`config.mk`:
```
export PLATFORM = sky130hd
export DESIGN_NAME = lsu_unit
export DESIGN_NICKNAME = d
export VERILOG_FILES = /design/src/rtl/lsu_pkg.sv /design/src/rtl/lsu_load_align.sv /design/src/rtl/lsu_unit.sv
export SDC_FILE = /design/constraint.sdc
export NUM_CORES = 1
export LEC_CHECK = 0
export CORE_MARGIN = 2
export CORE_UTILIZATION = 32
export CTS_CLUSTER_DIAMETER = 30
export DETAILED_ROUTE_END_ITERATION = 16
export PLACE_DENSITY = 0.84
export RECOVER_POWER = 50
export SYNTH_ARGS = -nofsm -noshare
export SYNTH_HDL_FRONTEND = slang
export SYNTH_HIERARCHICAL = 1
export SYNTH_SLANG_ARGS = --single-unit
```
`constraint.sdc`:
```
create_clock -name clk_i -period 2.1 [get_ports clk_i]
set_input_delay 0.21 -clock clk_i [delete_from_list [all_inputs] [get_ports clk_i]]
set_output_delay 0.21 -clock clk_i [all_outputs]
set_load 0.01 [all_outputs]
```
`src/rtl/lsu_pkg.sv`:
```
// Shared definitions for the load/store unit: funct3 access-size codes and FSM states.
package lsu_pkg;

    localparam logic [2:0] LDST_B  = 3'd0;
    localparam logic [2:0] LDST_H  = 3'd1;
    localparam logic [2:0] LDST_W  = 3'd2;
    localparam logic [2:0] LDST_BU = 3'd4;
    localparam logic [2:0] LDST_HU = 3'd5;

    typedef enum logic {
        IDLE = 1'b0,
        BUSY = 1'b1
    } lsu_state_e;

endpackage

```
`src/rtl/lsu_load_align.sv`:
```
// Extracts the addressed byte/half lane from a memory word and sign- or zero-extends it.
module lsu_load_align
    import lsu_pkg::*;
(
    input  logic [31:0] rd_i,
    input  logic [2:0]  size_i,
    input  logic [1:0]  off_i,
    output logic [31:0] data_o
);

    logic [7:0]  byte_sel;
    logic [15:0] half_sel;

    always_comb begin
        byte_sel = rd_i[8*off_i +: 8];
        half_sel = off_i[1] ? rd_i[31:16] : rd_i[15:0];
        case (size_i)
            LDST_B:  data_o = {{24{byte_sel[7]}}, byte_sel};
            LDST_BU: data_o = {24'd0, byte_sel};
            LDST_H:  data_o = {{16{half_sel[15]}}, half_sel};
            LDST_HU: data_o = {16'd0, half_sel};
            default: data_o = rd_i;
        endcase
    end

endmodule

```
`src/rtl/lsu_unit.sv`:
```
// Load/store unit: legality check, store lane formatting, and a two-state handshake
// that stalls the core until the word memory responds.
module lsu_unit
    import lsu_pkg::*;
(
    input  logic        clk_i,
    input  logic        rst_ni,
    input  logic        core_req_i,
    input  logic        core_we_i,
    input  logic [2:0]  core_size_i,
    input  logic [31:0] core_addr_i,
    input  logic [31:0] core_wd_i,
    output logic [31:0] core_rd_o,
    output logic        core_stall_o,
    output logic        fault_o,
    output logic        mem_req_o,
    output logic        mem_we_o,
    output logic [3:0]  mem_be_o,
    output logic [31:0] mem_addr_o,
    output logic [31:0] mem_wd_o,
    input  logic [31:0] mem_rd_i,
    input  logic        mem_ready_i
);

    lsu_state_e  state_q, state_d;
    logic [2:0]  size_q, size_d;
    logic [1:0]  off_q, off_d;
    logic        load_q, load_d;
    logic        illegal, misaligned;
    logic [31:0] load_data;

    function automatic logic [3:0] store_be(input logic [2:0] size, input logic [1:0] off);
        case (size)
            LDST_B:  store_be = 4'b0001 << off;
            LDST_H:  store_be = off[1] ? 4'b1100 : 4'b0011;
            default: store_be = 4'b1111;
        endcase
    endfunction

    function automatic logic [31:0] store_wd(input logic [2:0] size, input logic [31:0] wd);
        case (size)
            LDST_B:  store_wd = {4{wd[7:0]}};
            LDST_H:  store_wd = {2{wd[15:0]}};
            default: store_wd = wd;
        endcase
    endfunction

    always_comb begin
        illegal = (core_size_i == 3'd3) || (core_size_i == 3'd6) || (core_size_i == 3'd7) ||
                  (core_we_i && ((core_size_i == LDST_BU) || (core_size_i == LDST_HU)));
        misaligned = ((core_size_i == LDST_W) && (core_addr_i[1:0] != 2'b00)) ||
                     (((core_size_i == LDST_H) || (core_size_i == LDST_HU)) && core_addr_i[0]);
    end

    lsu_load_align u_load_align (
        .rd_i   (mem_rd_i),
        .size_i (size_q),
        .off_i  (off_q),
        .data_o (load_data)
    );

    always_comb begin
        state_d      = state_q;
        size_d       = size_q;
        off_d        = off_q;
        load_d       = load_q;
        core_rd_o    = 32'd0;
        core_stall_o = 1'b0;
        fault_o      = 1'b0;
        mem_req_o    = 1'b0;
        mem_we_o     = 1'b0;
        mem_be_o     = 4'd0;
        mem_addr_o   = 32'd0;
        mem_wd_o     = 32'd0;
        // Outputs are gated by rst_ni so an asserted reset silences them immediately.
        if (rst_ni) begin
            case (state_q)
                IDLE: begin
                    if (core_req_i) begin
                        if (illegal || misaligned) begin
                            fault_o = 1'b1;
                        end else begin
                            mem_req_o    = 1'b1;
                            core_stall_o = 1'b1;
                            mem_we_o     = core_we_i;
                            mem_addr_o   = {core_addr_i[31:2], 2'b00};
                            if (core_we_i) begin
                                mem_be_o = store_be(core_size_i, core_addr_i[1:0]);
                                mem_wd_o = store_wd(core_size_i, core_wd_i);
                            end
                            size_d  = core_size_i;
                            off_d   = core_addr_i[1:0];
                            load_d  = ~core_we_i;
                            state_d = BUSY;
                        end
                    end
                end
                BUSY: begin
                    core_stall_o = ~mem_ready_i;
                    if (mem_ready_i) begin
                        state_d = IDLE;
                        if (load_q) begin
                            core_rd_o = load_data;
                        end
                    end
                end
                default: state_d = IDLE;
            endcase
        end
    end

    always_ff @(posedge clk_i or negedge rst_ni) begin
        if (!rst_ni) begin
            state_q <= IDLE;
            size_q  <= 3'd0;
            off_q   <= 2'd0;
            load_q  <= 1'b0;
        end else begin
            state_q <= state_d;
            size_q  <= size_d;
            off_q   <= off_d;
            load_q  <= load_d;
        end
    end

endmodule

```
; Word-level counts from Yosys, hierarchy flattened
; Index checks and enable logic that the tools add are counted.
[op_classes]
bitwise = 4
n_shift = 2
n_mux = 39
reduce_logical = 14
n_eq_ne = 10
[ops]
columns = op, count
row1 = $mux 32, 13
row2 = $pmux 32 s4, 1
row3 = $pmux 32 s2, 1
row4 = $shiftx 32x6->8, 1
row5 = $mux 4, 6
row6 = $eq 3x3->1 const B, 6
row7 = $mux 16, 1
row8 = $mux 1, 14
row9 = $pmux 4 s2, 1
row10 = $logic_or 1x1->1, 7
row11 = $eq 3x1->1 const B, 2
row12 = $eq 3x2->1 const B, 2
row13 = $logic_not 3->1, 2
row14 = $not 1->1, 4
row15 = $pmux 1 s2, 2
row16 = $reduce_and 4->1, 1
row17 = $shl 1x2->4 const A, 1
row18 = $logic_and 1x1->1, 3
row19 = $reduce_bool 2->1, 1
[totals]
out_inout_bits = 104
elab_cells = 73
reg_bits = 7

; Longest topological paths before layout
; Gate-level depths: netlist (run 1).
[logic_depth]
word_depth = 9
mapped_depth = 6

; Modules after synthesis
; Netlist (run 1), hierarchy kept.
[modules_own_cells]
columns = mod, area_per_inst_um2, cells_per_inst, seq_area_each_um2, n_inst
row1 = lsu_unit, 1400.1, 202, 175.2, 1
row2 = lsu_load_align, 845.8, 96, 0.0, 1

; Worst setup path after synthesis (run 1)
; No wires, ideal clock.
[synth_path]
path_kind = input -> output
from = in core_size_i[0]
to = out mem_wd_o[15]
setup_slack_ns = 0.290
required_time_ns = 1.890
n_path_buf = 3
path_stages = 6
t_arrival_ns = 1.600
cell_sequence = buf_2 -> or4_4 -> a211o_1 -> buf_6 -> buf_6 -> a21oi_2
[synth_via]
elab_chain_cells = 9
[synth_lines]
columns = element, line_no
row1 = start: declaration, lsu_unit.sv:10  ; input logic [2:0] core_size_i,
row2 = branches (longest 5 deep; another with $pmux 32 s2), n/a
row3 = $mux 32 (*), lsu_unit.sv:80  ; if (illegal || misaligned) begin
row4 = $mux 32 (*), lsu_unit.sv:79  ; if (core_req_i) begin
row5 = $mux 32 (*), lsu_unit.sv:77  ; case (state_q)
row6 = $mux 32 (*), lsu_unit.sv:76  ; if (rst_ni) begin
row7 = end: declaration, lsu_unit.sv:20  ; output logic [31:0] mem_wd_o,
; Mark *: on every way between the ends.

; Final worst setup path (run 1)
[layout_path]
from = reg off_q[0]
to = out core_rd_o[11]
[layout_via]
elab_chain_cells = 6
[layout_lines]
columns = element, line_no
row1 = start: declaration, lsu_unit.sv:27  ; logic [1:0] off_q, off_d;
row2 = start signal: assignment, lsu_unit.sv:116  ; off_q <= 2'd0;
row3 = start signal: assignment, lsu_unit.sv:121  ; off_q <= off_d;
row4 = $shiftx 32x6->8, lsu_load_align.sv:15  ; byte_sel = rd_i[8*off_i +: 8];
row5 = $pmux 32 s4, lsu_load_align.sv:17  ; case (size_i)
row6 = named net load_data[11], lsu_unit.sv:30  ; logic [31:0] load_data;
row7 = $mux 32, lsu_unit.sv:102  ; if (load_q) begin
row8 = $mux 32, lsu_unit.sv:100  ; if (mem_ready_i) begin
row9 = $mux 32, lsu_unit.sv:77
row10 = $mux 32, lsu_unit.sv:76
row11 = end: declaration, lsu_unit.sv:13  ; output logic [31:0] core_rd_o,
; The timed path passes the listed nets, and every way through them passes these cells.

==> results of run 1 <==
[cells in the final DEF (no fill, tap or decap), types with 4 or more instances in the layout]
cell / count
a211oi_2: 8
buf_4: 50
mux2_1: 6
nor2b_1: 8
mux2i_1: 11
buf_2: 68
nand2_1: 32
clkdlybuf4s50_1: 96
nor2_1: 13
and3_1: 10
clkbuf_2: 8
buf_16: 4
o21ai_0: 9
a21oi_1: 17
mux2_2: 4
dfrtp_2: 4
a2bb2oi_1: 4
buf_6: 21
and2_1: 60
a21oi_2: 10
buf_12: 4
dlygate4sd2_1: 10
a2bb2oi_2: 16
clkbuf_1: 4
clkdlybuf4s15_2: 15
a221o_1: 7
[how the worst min path moves through the flow]
stage / cells after the start / endpoint / slack [ns]
global placement: 1 / load_q$_DFFE_PN0P_ / 0.47
detailed placement: 1 / load_q$_DFFE_PN0P_ / 0.49
global route: 2 / off_q[1]$_DFFE_PN0P_ / 0.38
CTS: 2 / off_q[1]$_DFFE_PN0P_ / 0.31
finish: 3 / off_q[0]$_DFFE_PN0P_ / 0.37
floorplan: 0 / load_q$_DFFE_PN0P_ / -0.09
[per-layer routing]
layer / wire length, um / vias up / share of wire [%] / GRT usage, %
met2: 5826 / 192 / 51 / 47.59
li1: - / 1597 / - / -
met1: 4431 / 1587 / 39 / 29.99
met5: 0 / - / 0 / 0
met3: 890 / 24 / 7.8 / 5.561
met4: 245 / 0 / 2.2 / 7.413
[power by group through the flow]
stage | clock [mW] | combinational (mW) | sequential, mW
floorplan | 0 | 0.950 | 0.208
global placement | 0 | 1.47 | 0.239
detailed placement | 0 | 1.51 | 0.242
CTS | 0.191 | 1.81 | 0.240
global route | 0.207 | 2.06 | 0.258
finish | 0.190 | 1.96 | 0.255
[sequential cells by signal (all words and copies together), names as in the netlist]
name and flops:
size_q 3, off_q 2, load_q 1, state_q 1
[per-stage QoR]
| step | power (mW) | hold slack (ns) | setup TNS [ns] |
|---|---|---|---|
| 2_1_floorplan | 1.158 | -0.08559 | 0 |
| 4_1_cts | 2.244 | 0.3114 | -0.4460 |
| 6_report | 2.407 | 0.3687 | -0.6693 |
| 3_5_place_dp | 1.751 | 0.4939 | -43.39 |
| 5_1_grt | 2.527 | 0.3832 | -2.701 |
| 3_3_place_gp | 1.713 | 0.4713 | -39.96 |
[cell usage after synthesis, types with 2 or more instances]
| cell type | number |
|---|---|
| and2_1 | 62 |
| nand2_1 | 32 |
| a21oi_1 | 19 |
| clkbuf_1 | 15 |
| a2bb2oi_2 | 14 |
| mux2i_1 | 14 |
| nor2_1 | 14 |
| and3_1 | 10 |
| nor2b_1 | 10 |
| a21oi_2 | 9 |
| o21ai_0 | 9 |
| a211oi_2 | 8 |
| a221o_1 | 7 |
| buf_4 | 7 |
| dfrtp_1 | 7 |
| a2bb2oi_1 | 6 |
| mux2_1 | 6 |
| buf_6 | 5 |
| o221ai_1 | 5 |
| mux2_2 | 4 |
| buf_2 | 3 |
| inv_1 | 3 |
| o21a_1 | 3 |
| o21bai_1 | 3 |
| a22o_1 | 2 |
| nor3_1 | 2 |
[cells by family after synthesis]
| logic type | count (synthesis) | synth area share (%) |
|---|---|---|
| simple gates | 138 | 34.10 |
| flops | 7 | 7.800 |
| mux | 25 | 11.92 |
| other cells | 1 | 0.1670 |
| compound gates | 92 | 37.16 |
| buf+inv | 35 | 8.857 |
[worst max-delay path: stages, from the launching register on]
cell and delay [ns]:
dfrtp_2 0.42, mux2_2 0.39, a22oi_4 0.23, buf_6 0.16
buf_6 0.10, buf_6 0.09, o221ai_2 0.08, and2_1 0.14
buf_2 0.13
[area by class of cell]
| type | count | area, sq um |
|---|---|---|
| Antenna cell | 2 | 5.005 |
| Clock buffer | 4 | 45.04 |
| Fill cell | 505 | 1987 |
| Inverter | 5 | 20.02 |
| Multi-Input combinational cell | 258 | 1978 |
| Sequential cell | 7 | 180.2 |
| Tap cell | 96 | 120.1 |
| Timing Repair Buffer | 284 | 2459 |
[timing repair]
item / in CTS / in global routing
setup endpoints to repair: 106 / 50
pin swaps: 10 / 11
gates resized for setup: 400 / 30
gates cloned: 7 / 1
buffers inserted: 21 / 8
==> metrics.csv, run 1 <==
stage,metric,value,unit
floorplanning,I/O Pins,208,
floorplanning,Core Area,6794,sq um
synthesis,"EDFF count, synth",0,
flow_run,MaxCap Viol Count,0,
critical_path,R2R depth,6,
critical_path,crit path launch,off_q[0]$_DFFE_PN0P_,
worst_hold_path,Hold WC Path Type,input pin to flip-flop,
drt,WL final,11.39,mm
floorplanning,die height,87.78,um
sta,setup repair after global routing missed its margin,yes,
floorplanning,die area,7704,sq um
finish,Finished Layout Cells,656,
global_routing,total grt overflow,0,
clocking,Root Buffer,clkbuf_8,
power,Leak,2.294,nW
synthesis,"top cells by area, synth","and2_1, a2bb2oi_2, dfrtp_1",
power,clock network power share,7.9,%
drt,DR pass1 iterations,4,
critical_path,Setup crit end kind,output pin,
outcome,failing checks,setup timing,
finish,Final Cell Area,4807,sq um
critical_path,Worst setup SP type,flip-flop,
drt,Final ANT Viol Nets,0,
drt,via count,3400,
placed_design,pre-CTS worst setup slack,-0.5872,ns
drt,Avg Vias per Cell,5.183,
clocking,CTS Sinks,7,
power,Max VDD drop,0.3218,mV
critical_path,crit path capture,core_rd_o[11],
synthesis,Synthesis Warnings,6,
clocking,Clock Path Buffers,2,
critical_path,Reg2Reg Setup Slack,0.21,ns
critical_path,worst reg2reg path endpoint,size_q[1]$_DFFE_PN0P_,
sta,final setup violation count,20,
sta,final worst-path cycle share,104.5,%
synthesis,"Async S/R FF share, synth",100.0,%
global_routing,first-pass GRT wire length,16.07,mm
clocking,H-tree depth,1,
placed_design,placed insts,617,
power,internal cell power,1.426,mW
sta,upper clock frequency limit,455.7,MHz
outcome,outcome,"complete, but fails checks",
synthesis,top_reg_cell synth,dfrtp_1,
synthesis,library cells used by synthesis,45,
synthesis,#FFs+latches synth,7,
critical_path,Crit Path Class,flip-flop to output pin,
synthesis,"Seq/Total Area, Yosys",7.799,%
power,Reg power frac,10.6,%
finish,ratio of cells with drive above 1 in the final layout,43.19,%
drt,drt wl/cell,17.37,um
finish,Final Util,70.76,%
sta,Clock Skew,0.001345,ns
drt,DRT iter0 DRCs,187,
power,Sw Share,40.78,%
global_routing,initial antenna violation count,1,
synthesis,Cells after Synth,298,
sta,max-slew violation count,0,
placed_design,Post-DP Area,4651,sq um
critical_path,maximum fanout along the worst path,6,
global_routing,vias in the first global route,3170,
floorplanning,width of the chip,87.78,um
finish,P&R area growth vs syn,114.0,%
sta,Fin. Hold Viols,0,
drt,DRC,0,
critical_path,Critical Path AT,1.98,ns
placed_design,Final GP Congestion,0.8852,
clocking,Clock Latency Late Sink,0.23,ns
power,Comb power frac,81.5,%
power,power density of the placed cells,500.8,nW/um^2
global_routing,global-route usage over all layers,25.89,%
critical_path,Critical Path RT,1.89,ns
sta,fin crit period,2.194,ns
synthesis,post-synth top area share,17.27,%
synthesis,mean area per synthesized cell,7.537,sq um
floorplanning,# rows,30,
placed_design,Detail Placement HPWL,7.753,mm
worst_hold_path,hold path start,core_addr_i[0],
sta,Final Worst Setup Slack,-0.09445,ns
clocking,CTS Hold Bufs,0,
placed_design,IO Port Bufs,205,
global_routing,largest net degree at the start of global routing,21,
critical_path,reg2reg start,state_q$_DFFE_PN0P_,
clocking,CTS tree,done,
clocking,Worst-path clk slew,0.04,ns
synthesis,synthesized area,2246,sq um
power,Switch Pwr,981.6,uW
synthesis,post-synth top area cell,and2_1,
clocking,CTS buffer count,3,
floorplanning,starting density of the core,33.06,%
finish,nets@finish,663,
No activity file was read; power rests on OpenSTA's default activity.
==> run 2, diff against run 1 <==
Settings changed: GPL_TIMING_DRIVEN set to 0.
==> metrics.csv, run 2 (same netlist as run 1, synthesis figures left out) <==
stage,metric,value,unit
drt,DR pass1 iterations,4,
drt,WL final,11.61,mm
finish,Regs by FF count,"size_q x3, off_q x2",
finish,area of the multi-input gates,2013,sq um
clocking,CTS Sinks,7,
sta,Fin. Hold Viols,0,
finish,"most common cell after layout, fill and taps aside",clkdlybuf4s50_1,
clocking,Root Buffer,clkbuf_8,
clocking,CTS buffer count,3,
placed_design,IO Port Bufs,204,
worst_hold_path,Hold WC Path Type,input pin to flip-flop,
critical_path,maximum fanout along the worst path,5,
finish,Seq. cell area,176.4,sq um
drt,routed wl met3,1.009,mm
sta,final setup violation count,26,
drt,DRT iter0 DRCs,213,
clocking,Clock Path Buffers,2,
floorplanning,starting density of the core,33.06,%
clocking,CTS tree,done,
drt,Final ANT Viol Nets,0,
global_routing,total grt overflow,0,
finish,ANT cells,0,
power,power density of the placed cells,547.0,nW/um^2
critical_path,Critical Path AT,2.06,ns
critical_path,Worst setup SP type,flip-flop,
critical_path,CP Buf/Inv Count,4,
critical_path,crit-path max cell delay,0.41,ns
finish,largest reg by FF count,size_q,
critical_path,Setup crit end kind,output pin,
sta,Hold Slack,0.3138,ns
global_routing,global-route usage over all layers,26.89,%
floorplanning,# rows,30,
sta,relative slew slack,59.47,%
drt,Top Layer Used,met4,
drt,via count,3323,
drt,Avg Vias per Cell,5.233,
global_routing,first-pass GRT wire length,16.62,mm
sta,Clock Skew,0.001649,ns
critical_path,"delay-heaviest family, CP",buffers and inverters,
clocking,H-tree depth,1,
critical_path,CP dominant cell by count,buf_6,
sta,upper clock frequency limit,439.6,MHz
outcome,outcome,"complete, but fails checks",
sta,setup repair after global routing missed its margin,yes,
finish,nets@finish,644,
finish,ratio of cells with drive above 1 in the final layout,35.06,%
floorplanning,I/O Pins,208,
finish,"commonest non-fill, non-tap cells in the layout","clkdlybuf4s50_1, and2_1, buf_2, dlygate4sd2_1, nand2_1",
floorplanning,Core Area,6794,sq um
finish,filler cell count,543,
global_routing,largest net degree at the start of global routing,11,
critical_path,Crit Path Class,flip-flop to output pin,
power,Max VDD drop,0.3145,mV
finish,P&R area growth vs syn,110.0,%
sta,Final Worst Setup Slack,-0.1749,ns
outcome,failing checks,setup timing,
flow_run,MaxCap Viol Count,0,
floorplanning,width of the chip,87.78,um
drt,metal2 WL,5.902,mm
clocking,Worst-path clk slew,0.04,ns
global_routing,vias in the first global route,3285,
sta,worst-margin pin slew,0.6080,ns
floorplanning,die area,7704,sq um
clocking,Clock Latency Late Sink,0.23,ns
critical_path,CP max stage cell,dfrtp_1,
drt,DRC,0,
drt,routed metal-1 wirelength,4.421,mm
drt,drt wl/cell,18.28,um
critical_path,Critical Path RT,1.89,ns
critical_path,critical-path cell list,buf_6 > buf_6 > mux2i_2 > o31a_4 > buf_12 > a2bb2oi_2 > and2_1 > buf_2,
power,Leak,2.329,nW
sta,post-route setup TNS,-1.504,ns
finish,max reg flops,3,
sta,final worst-path cycle share,108.3,%
sta,max-slew violation count,0,
global_routing,initial antenna violation count,0,
power,Pwr Total,2.580,mW
sta,fin crit period,2.275,ns
placed_design,Detail Placement HPWL,7.963,mm
placed_design,Final GP Congestion,0.8592,
floorplanning,die height,87.78,um
==> run 2: worst paths after layout <==
kind                       cells after the start                    end                  from  slack (ns)
setup / recovery                               8          core_rd_o[29]  off_q[1]$_DFFE_PN0P_       -0.17
hold / removal                                 2   off_q[0]$_DFFE_PN0P_        core_addr_i[0]        0.31
setup reg to reg                               5  size_q[2]$_DFFE_PN0P_   state_q$_DFFE_PN0P_        0.56
hold reg to reg                                1     load_q$_DFFE_PN0P_    load_q$_DFFE_PN0P_        0.49
max in group asynchronous                      2   off_q[0]$_DFFE_PN0P_                rst_ni        1.19
min in group asynchronous                      2  size_q[2]$_DFFE_PN0P_                rst_ni        0.66
==> run 2: power breakdown <==
part	switching (mW)	internal, mW
logic	0.937	1.21
clock network	0.0600	0.131
registers	0.0643	0.175
==> run 2: per-layer routing <==
layer	global-route usage (%)	up-vias
met5	0	-
met4	8.112	0
met3	5.561	33
met2	48.55	193
met1	31.81	1545
li1	-	1552
==> run 2: timing repair <==
item,in CTS,in global routing
gates cloned,4,1
endpoints found under the setup margin,102,58
pin swaps,13,13
hold endpoints to repair,7,0
hold buffers,1,0
resized for setup,309,74
setup buffers,23,6
==> run 2: layout make-up <==
class                   count  area share, %
multi-input cells         257          42.69
clock buffers               4         0.9552
plain buffers              29          5.121
well taps                  96          2.547
repair buffers            237          44.39
flip-flops and latches      7          3.741
inverters                   5         0.5572
==> run 2: metrics by stage <==
stage | area [sq um] | std cells | setup slack [ns] | util (%)
floorplan | 2250 | 299 | 0.2898 | -
global placement | 4412 | 599 | -0.6515 | 64.94
detailed placement | 4412 | 599 | -0.6512 | 64.94
CTS | 4701 | 631 | -0.1535 | 69.19
global route | 4716 | 635 | -0.1983 | 69.41
finish | 4716 | 635 | -0.1749 | 69.41
